<file path="src/rtl/cache_mem_responder_if.sv">
// Request/response bus between a cache controller and its backing memory responder.
// Latency: none (wires only); response timing is set by the responder.
// Backpressure: valid/ready on both the request and the response channel.
interface cache_mem_responder_if #(
   parameter int ADDR_W = 8,
   parameter int DATA_W = 8
);
   logic              req_valid;
   logic              req_ready;
   logic              req_we;
   logic [ADDR_W-1:0] req_addr;
   logic [DATA_W-1:0] req_wdata;
   logic              resp_valid;
   logic              resp_ready;
   logic [DATA_W-1:0] resp_rdata;

   modport master (
      output req_valid, req_we, req_addr, req_wdata, resp_ready,
      input  req_ready, resp_valid, resp_rdata
   );

   modport slave (
      input  req_valid, req_we, req_addr, req_wdata, resp_ready,
      output req_ready, resp_valid, resp_rdata
   );
endinterface

</file>
<file path="src/rtl/cache_mem_responder.sv">
// Single-outstanding memory responder: word array, reads return data, writes echo wdata.
// Latency: response valid LATENCY cycles after request acceptance (LATENCY in 1..15).
// Backpressure: RESP holds until resp_ready; no new request is accepted until the cycle after.
module cache_mem_responder #(
   parameter int ADDR_W  = 8,
   parameter int DATA_W  = 8,
   parameter int LATENCY = 3
) (
   input  logic                  clk,
   input  logic                  rst,
   cache_mem_responder_if.slave  bus,
   output logic                  busy
);
   localparam int DEPTH = 1 << ADDR_W;

   typedef enum logic [1:0] {
      IDLE = 2'd0,
      WAIT = 2'd1,
      RESP = 2'd2
   } state_t;

   state_t            state;
   state_t            state_nxt;
   logic [3:0]        cnt;
   logic              lat_we;
   logic [ADDR_W-1:0] lat_addr;
   logic [DATA_W-1:0] lat_wdata;
   logic [DATA_W-1:0] rdata_q;
   logic [DATA_W-1:0] mem [DEPTH];
   logic              accept;

   // Ready only when idle and out of reset; a request never overlaps a response.
   assign bus.req_ready  = (state == IDLE) && !rst;
   assign accept         = bus.req_valid && bus.req_ready;
   assign bus.resp_valid = (state == RESP);
   assign bus.resp_rdata = rdata_q;
   assign busy           = (state != IDLE);

   // State register.
   always_ff @(posedge clk or posedge rst) begin
      if (rst) state <= IDLE;
      else     state <= state_nxt;
   end

   // Next-state: skip WAIT entirely for single-cycle latency builds.
   always_comb begin
      state_nxt = state;
      case (state)
         IDLE: if (accept)              state_nxt = (LATENCY == 1) ? RESP : WAIT;
         WAIT: if (cnt == 4'd1)         state_nxt = RESP;
         RESP: if (bus.resp_ready)      state_nxt = IDLE;
         default:                       state_nxt = IDLE;
      endcase
   end

   // Latch the accepted request and run the latency countdown while waiting.
   always_ff @(posedge clk or posedge rst) begin
      if (rst) begin
         cnt       <= '0;
         lat_we    <= 1'b0;
         lat_addr  <= '0;
         lat_wdata <= '0;
      end else if (accept) begin
         cnt       <= 4'(LATENCY - 1);
         lat_we    <= bus.req_we;
         lat_addr  <= bus.req_addr;
         lat_wdata <= bus.req_wdata;
      end else if (state == WAIT) begin
         cnt       <= cnt - 4'd1;
      end
   end

   // Capture response data on entry to RESP; with no WAIT the live request is the source.
   always_ff @(posedge clk or posedge rst) begin
      if (rst) begin
         rdata_q <= '0;
      end else if (state == IDLE && state_nxt == RESP) begin
         rdata_q <= bus.req_we ? bus.req_wdata : mem[bus.req_addr];
      end else if (state == WAIT && state_nxt == RESP) begin
         rdata_q <= lat_we ? lat_wdata : mem[lat_addr];
      end
   end

   // Storage array: cleared by reset, written at the acceptance edge.
   always_ff @(posedge clk or posedge rst) begin
      if (rst) begin
         for (int i = 0; i < DEPTH; i++) mem[i] <= '0;
      end else if (accept && bus.req_we) begin
         mem[bus.req_addr] <= bus.req_wdata;
      end
   end
endmodule

</file>
<file path="src/flat_wrapper.sv">
// flat-port wrapper written by rule: the top's interface ports become plain ports
module cache_mem_responder_flat 
#(
   parameter int ADDR_W  = 8,
   parameter int DATA_W  = 8,
   parameter int LATENCY = 3
)
  (clk, rst, busy, bus_req_valid, bus_req_we, bus_req_addr, bus_req_wdata, bus_resp_ready, bus_req_ready, bus_resp_valid, bus_resp_rdata);
  cache_mem_responder_if #(.ADDR_W(ADDR_W), .DATA_W(DATA_W)) bus_i ();
  input  logic clk;
  input  logic rst;
  output logic busy;
  input wire logic [$bits(bus_i.req_valid)-1:0] bus_req_valid;
  input wire logic [$bits(bus_i.req_we)-1:0] bus_req_we;
  input wire logic [$bits(bus_i.req_addr)-1:0] bus_req_addr;
  input wire logic [$bits(bus_i.req_wdata)-1:0] bus_req_wdata;
  input wire logic [$bits(bus_i.resp_ready)-1:0] bus_resp_ready;
  output wire logic [$bits(bus_i.req_ready)-1:0] bus_req_ready;
  output wire logic [$bits(bus_i.resp_valid)-1:0] bus_resp_valid;
  output wire logic [$bits(bus_i.resp_rdata)-1:0] bus_resp_rdata;
  assign bus_i.req_valid = bus_req_valid;
  assign bus_i.req_we = bus_req_we;
  assign bus_i.req_addr = bus_req_addr;
  assign bus_i.req_wdata = bus_req_wdata;
  assign bus_i.resp_ready = bus_resp_ready;
  assign bus_req_ready = bus_i.req_ready;
  assign bus_resp_valid = bus_i.resp_valid;
  assign bus_resp_rdata = bus_i.resp_rdata;
  cache_mem_responder #(.ADDR_W(ADDR_W), .DATA_W(DATA_W), .LATENCY(LATENCY)) u_core (.clk(clk), .rst(rst), .bus(bus_i), .busy(busy));
endmodule
</file>
<file path="config.mk">
export PLATFORM = sky130hd
export DESIGN_NAME = cache_mem_responder_flat
export DESIGN_NICKNAME = d
export VERILOG_FILES = /design/src/rtl/cache_mem_responder_if.sv /design/src/rtl/cache_mem_responder.sv /design/src/flat_wrapper.sv
export SDC_FILE = /design/constraint.sdc
export NUM_CORES = 2
export LEC_CHECK = 0
export CORE_MARGIN = 2
export CORE_UTILIZATION = 55
export CTS_BUF_LIST = sky130_fd_sc_hd__clkbuf_16
export DETAILED_ROUTE_END_ITERATION = 6
export PLACE_DENSITY = 0.76
export SYNTH_ARGS = -nofsm -noshare
export SYNTH_HDL_FRONTEND = slang
export SYNTH_SLANG_ARGS = --single-unit
</file>
<file path="constraint.sdc">
create_clock -name clk -period 84 [get_ports clk]
set_clock_uncertainty 0.05 [all_clocks]
set_input_delay 16.8 -clock clk [delete_from_list [all_inputs] [get_ports clk]]
set_output_delay 16.8 -clock clk [all_outputs]
set_load 0.005 [all_outputs]
</file>
==> impl_summary.log <==
INFO  metric status = complete, no violations
INFO  metric finish.instance_area = 103,000 sq um
INFO  metric top_level_ports = 32
INFO  metric fillCellCount = 12,541
INFO  metric maximum_number_of_pins_on_one_net_before_global_route_repair = 203
INFO  metric postSynth.asyncResetShare = 100%
INFO  metric ir_drop = 0.0000309 V
INFO  metric gp_congestion = 0.881
INFO  metric final_period_minus_worst_setup_slack = 34.91 ns
INFO  metric synth-seq-area-share = 55.0%
INFO  metric power_leakage = 0.0490 uW
INFO  metric synth_top_cell_area_share = 55.0%
INFO  metric yosys.area.top_type = sky130_fd_sc_hd__dfrtp_1
INFO  metric post-route-period-util = 41.6%
INFO  metric powerDensity = 23.8 nW/um^2
INFO  metric clk_path_buf_depth = 3
INFO  metric area_growth_syn_to_layout = 9.33%
INFO  metric worst_ep_required_time = 67.15 ns
INFO  metric worst_pin_slew = 1.37 ns
INFO  metric final_antenna_net_count = 0
INFO  metric drcViolationCount = 0
INFO  metric synth_fp_nets = 6,039
INFO  metric power.share.combinational = 20.9%
INFO  metric holdBufCountCts = 0
INFO  metric critPathLaunch = rst
INFO  metric drt_wl_total = 240,000 um
INFO  metric syn_area_per_cell = 15.7 sq um
INFO  metric die_height = 419 um
INFO  metric floorplan.initialDensity = 55.2%
INFO  metric critical_path.reg2reg.startpoint = u_core.lat_addr[0]
INFO  metric total_of_warnings_raised_by_yosys = 0
INFO  metric worst_hold_startpoint = u_core.mem[891]
INFO  metric maxSlewHeadroom = 8.83%
INFO  metric register_bit_count_reported_by_yosys = 2,079
INFO  metric clk_pin_slew_worst_paths = 0.06 ns
INFO  metric power_switching = 770 uW
INFO  metric setup_viol = 0
INFO  metric worst_hold_path.num_cells = 1
INFO  metric tritoncts = built
INFO  metric via_per_inst = 6.46
INFO  metric count_of_flip_flops_with_a_built_in_enable_after_synthesis = 0
INFO  metric holdWs = 0.437 ns
INFO  metric layout_cell_share_with_drive_strength_beyond_1 = 51.3%
INFO  metric depth_of_the_worst_register_to_register_path = 7
INFO  metric placement.io_buffers = 31
INFO  metric drv_cap = 0
INFO  metric yosys_most_used_dff = sky130_fd_sc_hd__dfrtp_1
INFO  metric design.die.area = 175,000 sq um
INFO  metric grt_pass1_wl = 366,000 um
INFO  metric fp.coreArea = 171,000 sq um
INFO  metric drt_first_pass_iters = 6
INFO  metric power.switching_fraction = 31.2%
INFO  metric power.clock.fraction = 36.2%
INFO  metric clock.fmax = 28.6 MHz
INFO  metric finalWorstSetupSlack = 49.09 ns
INFO  metric criticalPathCategory = input port to output pin
INFO  metric drt-wirelength-per-cell = 28.6 um
INFO  metric arrival = 18.06 ns
INFO  metric grt_pass1_vias = 56,334
INFO  metric clk_latency = 0.86 ns
INFO  metric post_synth_inst_count = 6,016
INFO  metric clock-root-buffer = sky130_fd_sc_hd__clkbuf_16
INFO  metric finalHoldViolCount = 0
INFO  metric globalRoute.totalOverflow = 0
INFO  metric final_net_count = 5,931
INFO  metric setup.worst_path.end_class = output pin
INFO  metric placed_inst_area = 97,000 sq um
INFO  metric chipWidth = 419 um
INFO  metric rsz_0062_raised_after_global_routing = false
INFO  metric slew_violations = 0
INFO  metric crit_path_start_kind = input port
INFO  metric setup-tns-final = 0 ns
INFO  metric cts-resized-gates = 0
INFO  metric p_int = 1700 uW
INFO  metric mappedNetlistArea = 94,600 sq um
INFO  metric post_synth_main_area_contributors = sky130_fd_sc_hd__dfrtp_1, sky130_fd_sc_hd__mux2_2, sky130_fd_sc_hd__mux4_2
INFO  metric power.sequential.fraction = 42.8%
INFO  metric cts.repair_timing.setup_buffer_count = 0
INFO  metric finalCoreUtilization = 60.4%
INFO  metric depth_of_the_cts_h_tree = 4
INFO  metric dpl_worst_slack = 49.09 ns
INFO  metric groute.usage.overall = 27.8%
INFO  metric number_of_antenna_violations_at_the_first_check_in_global_routing = 9
INFO  metric route.vias.total = 54,219
INFO  metric yosysUniqueCellTypes = 60
INFO  metric cts_buffers = 206
INFO  metric cts.sink_count = 2,079
INFO  metric dp.final_hpwl = 147,000 um
INFO  metric floorplan.rows = 152
INFO  metric drtIter0Drc = 5,186
INFO  metric crit_path_max_fanout = 3
INFO  metric min-delay-path-class = flip-flop to flip-flop
-- worst max-delay path, stage by stage --
cell and delay (ns):
sky130_fd_sc_hd__clkdlybuf4s50_1 0.57, sky130_fd_sc_hd__nor2_1 0.18, sky130_fd_sc_hd__clkdlybuf4s50_1 0.51
-- kinds of logic (layout without fill, tap and decap cells) --
family                   count (synthesis)  in the layout  synth area share [%]
other                                    0              4                     0
flip-flops                            2079           2079                  55.0
AO/OA/AOI/OAI                          316            316                  2.24
AND/OR/NAND/NOR                        528            528                  3.36
buffers and inverters                  452            517                  1.96
adder cells (fa/ha/maj)                  2              2                0.0264
XOR/XNOR                                 3              3                0.0278
multiplexers                          2636           2636                  37.4
-- power groups by stage --
stage	clock network (uW)	logic, uW	registers [uW]
after floorplan	0	357	1050
after global placement	0	510	1070
after detailed placement	0	511	1070
after CTS	903	513	1060
after global routing	946	541	1060
final	893	515	1060
-- routing by layer --
metal | track usage [%] | routed length, um
met5 | 0 | 38
met4 | 9.83 | 8570
met3 | 6.01 | 16600
met2 | 41.8 | 111000
met1 | 40.3 | 104000
-- cell type report --
type | instances | area, sq um | share of cell area, %
Clock inverter | 171 | 1230 | 1.19
Clock buffer | 210 | 5260 | 5.08
Sequential cell | 2079 | 52000 | 50.3
Antenna cell | 4 | 10.0 | 0.00967
Timing Repair Buffer | 128 | 1190 | 1.15
Multi-Input combinational cell | 3485 | 40800 | 39.5
Inverter | 8 | 37.5 | 0.0363
Tap cell | 2310 | 2890 | 2.79
-- Yosys cell counts (all sizes together), types with 6 or more instances --
cell type and instances:
or2 8, mux2i 21, nand2 107, o31ai 17, a21oi 29, nor2b 31, a22oi 57, dfrtp 2079
and3 9, clkbuf 305, nor4 15, nor3 51, mux2 2104, o22ai 115, nor2 246, nand3 11
o21ai 33, a32o 6, a211oi 23, inv 6, mux4 511, o221ai 14, o211ai 6, buf 139
nand2b 21, o41ai 8
-- sequential cells by signal, indices dropped and copies added (netlist names) --
signal	count
u_core.bus.resp_rdata	8
u_core.cnt	4
u_core.lat_addr	8
u_core.lat_wdata	8
u_core.lat_we	1
u_core.mem	2048
u_core.state	2
-- placed cells by master, fill, tap and decap left out, drive strengths merged, types with 4 or more instances in the layout --
master	synthesis	layout
nor3b	5	5
dfrtp	2079	2079
o41ai	8	8
nor2b	31	31
buf	139	101
nand3	11	11
diode	0	4
nand2b	21	21
o22ai	115	115
or2	8	8
bufinv	0	14
o211ai	6	6
nand3b	5	5
o31ai	17	17
nor2	246	246
clkbuf	305	214
clkdlybuf4s50	0	23
mux2	2104	2104
clkinv	2	106
o21ai	33	33
clkinvlp	0	5
mux4	511	511
nor4	15	15
nor3	51	51
a211oi	23	23
nand2	107	107
a22oi	57	57
a32o	6	6
mux2i	21	21
inv	6	54
o221ai	14	14
and3	9	9
a21oi	29	29
-- through the flow --
step	instances	power (uW)
after global placement	8010	1580
after CTS	8391	2470
after global routing	8394	2540
after detailed placement	8010	1590
final	8395	2470
after floorplan	6016	1410
-- path summary, 6_finish.rpt --
path                                                  to  slack [ns]
worst max register to register  u_core.bus.resp_rdata[1]       78.98
worst min-delay path                     u_core.mem[891]        0.44
min in group asynchronous                u_core.mem[515]       16.61
worst min register to register           u_core.mem[891]        0.44
max in group asynchronous               u_core.mem[1432]       63.37
worst max-delay path                       bus_req_ready       49.09
No activity file was read; power rests on OpenSTA's default activity.
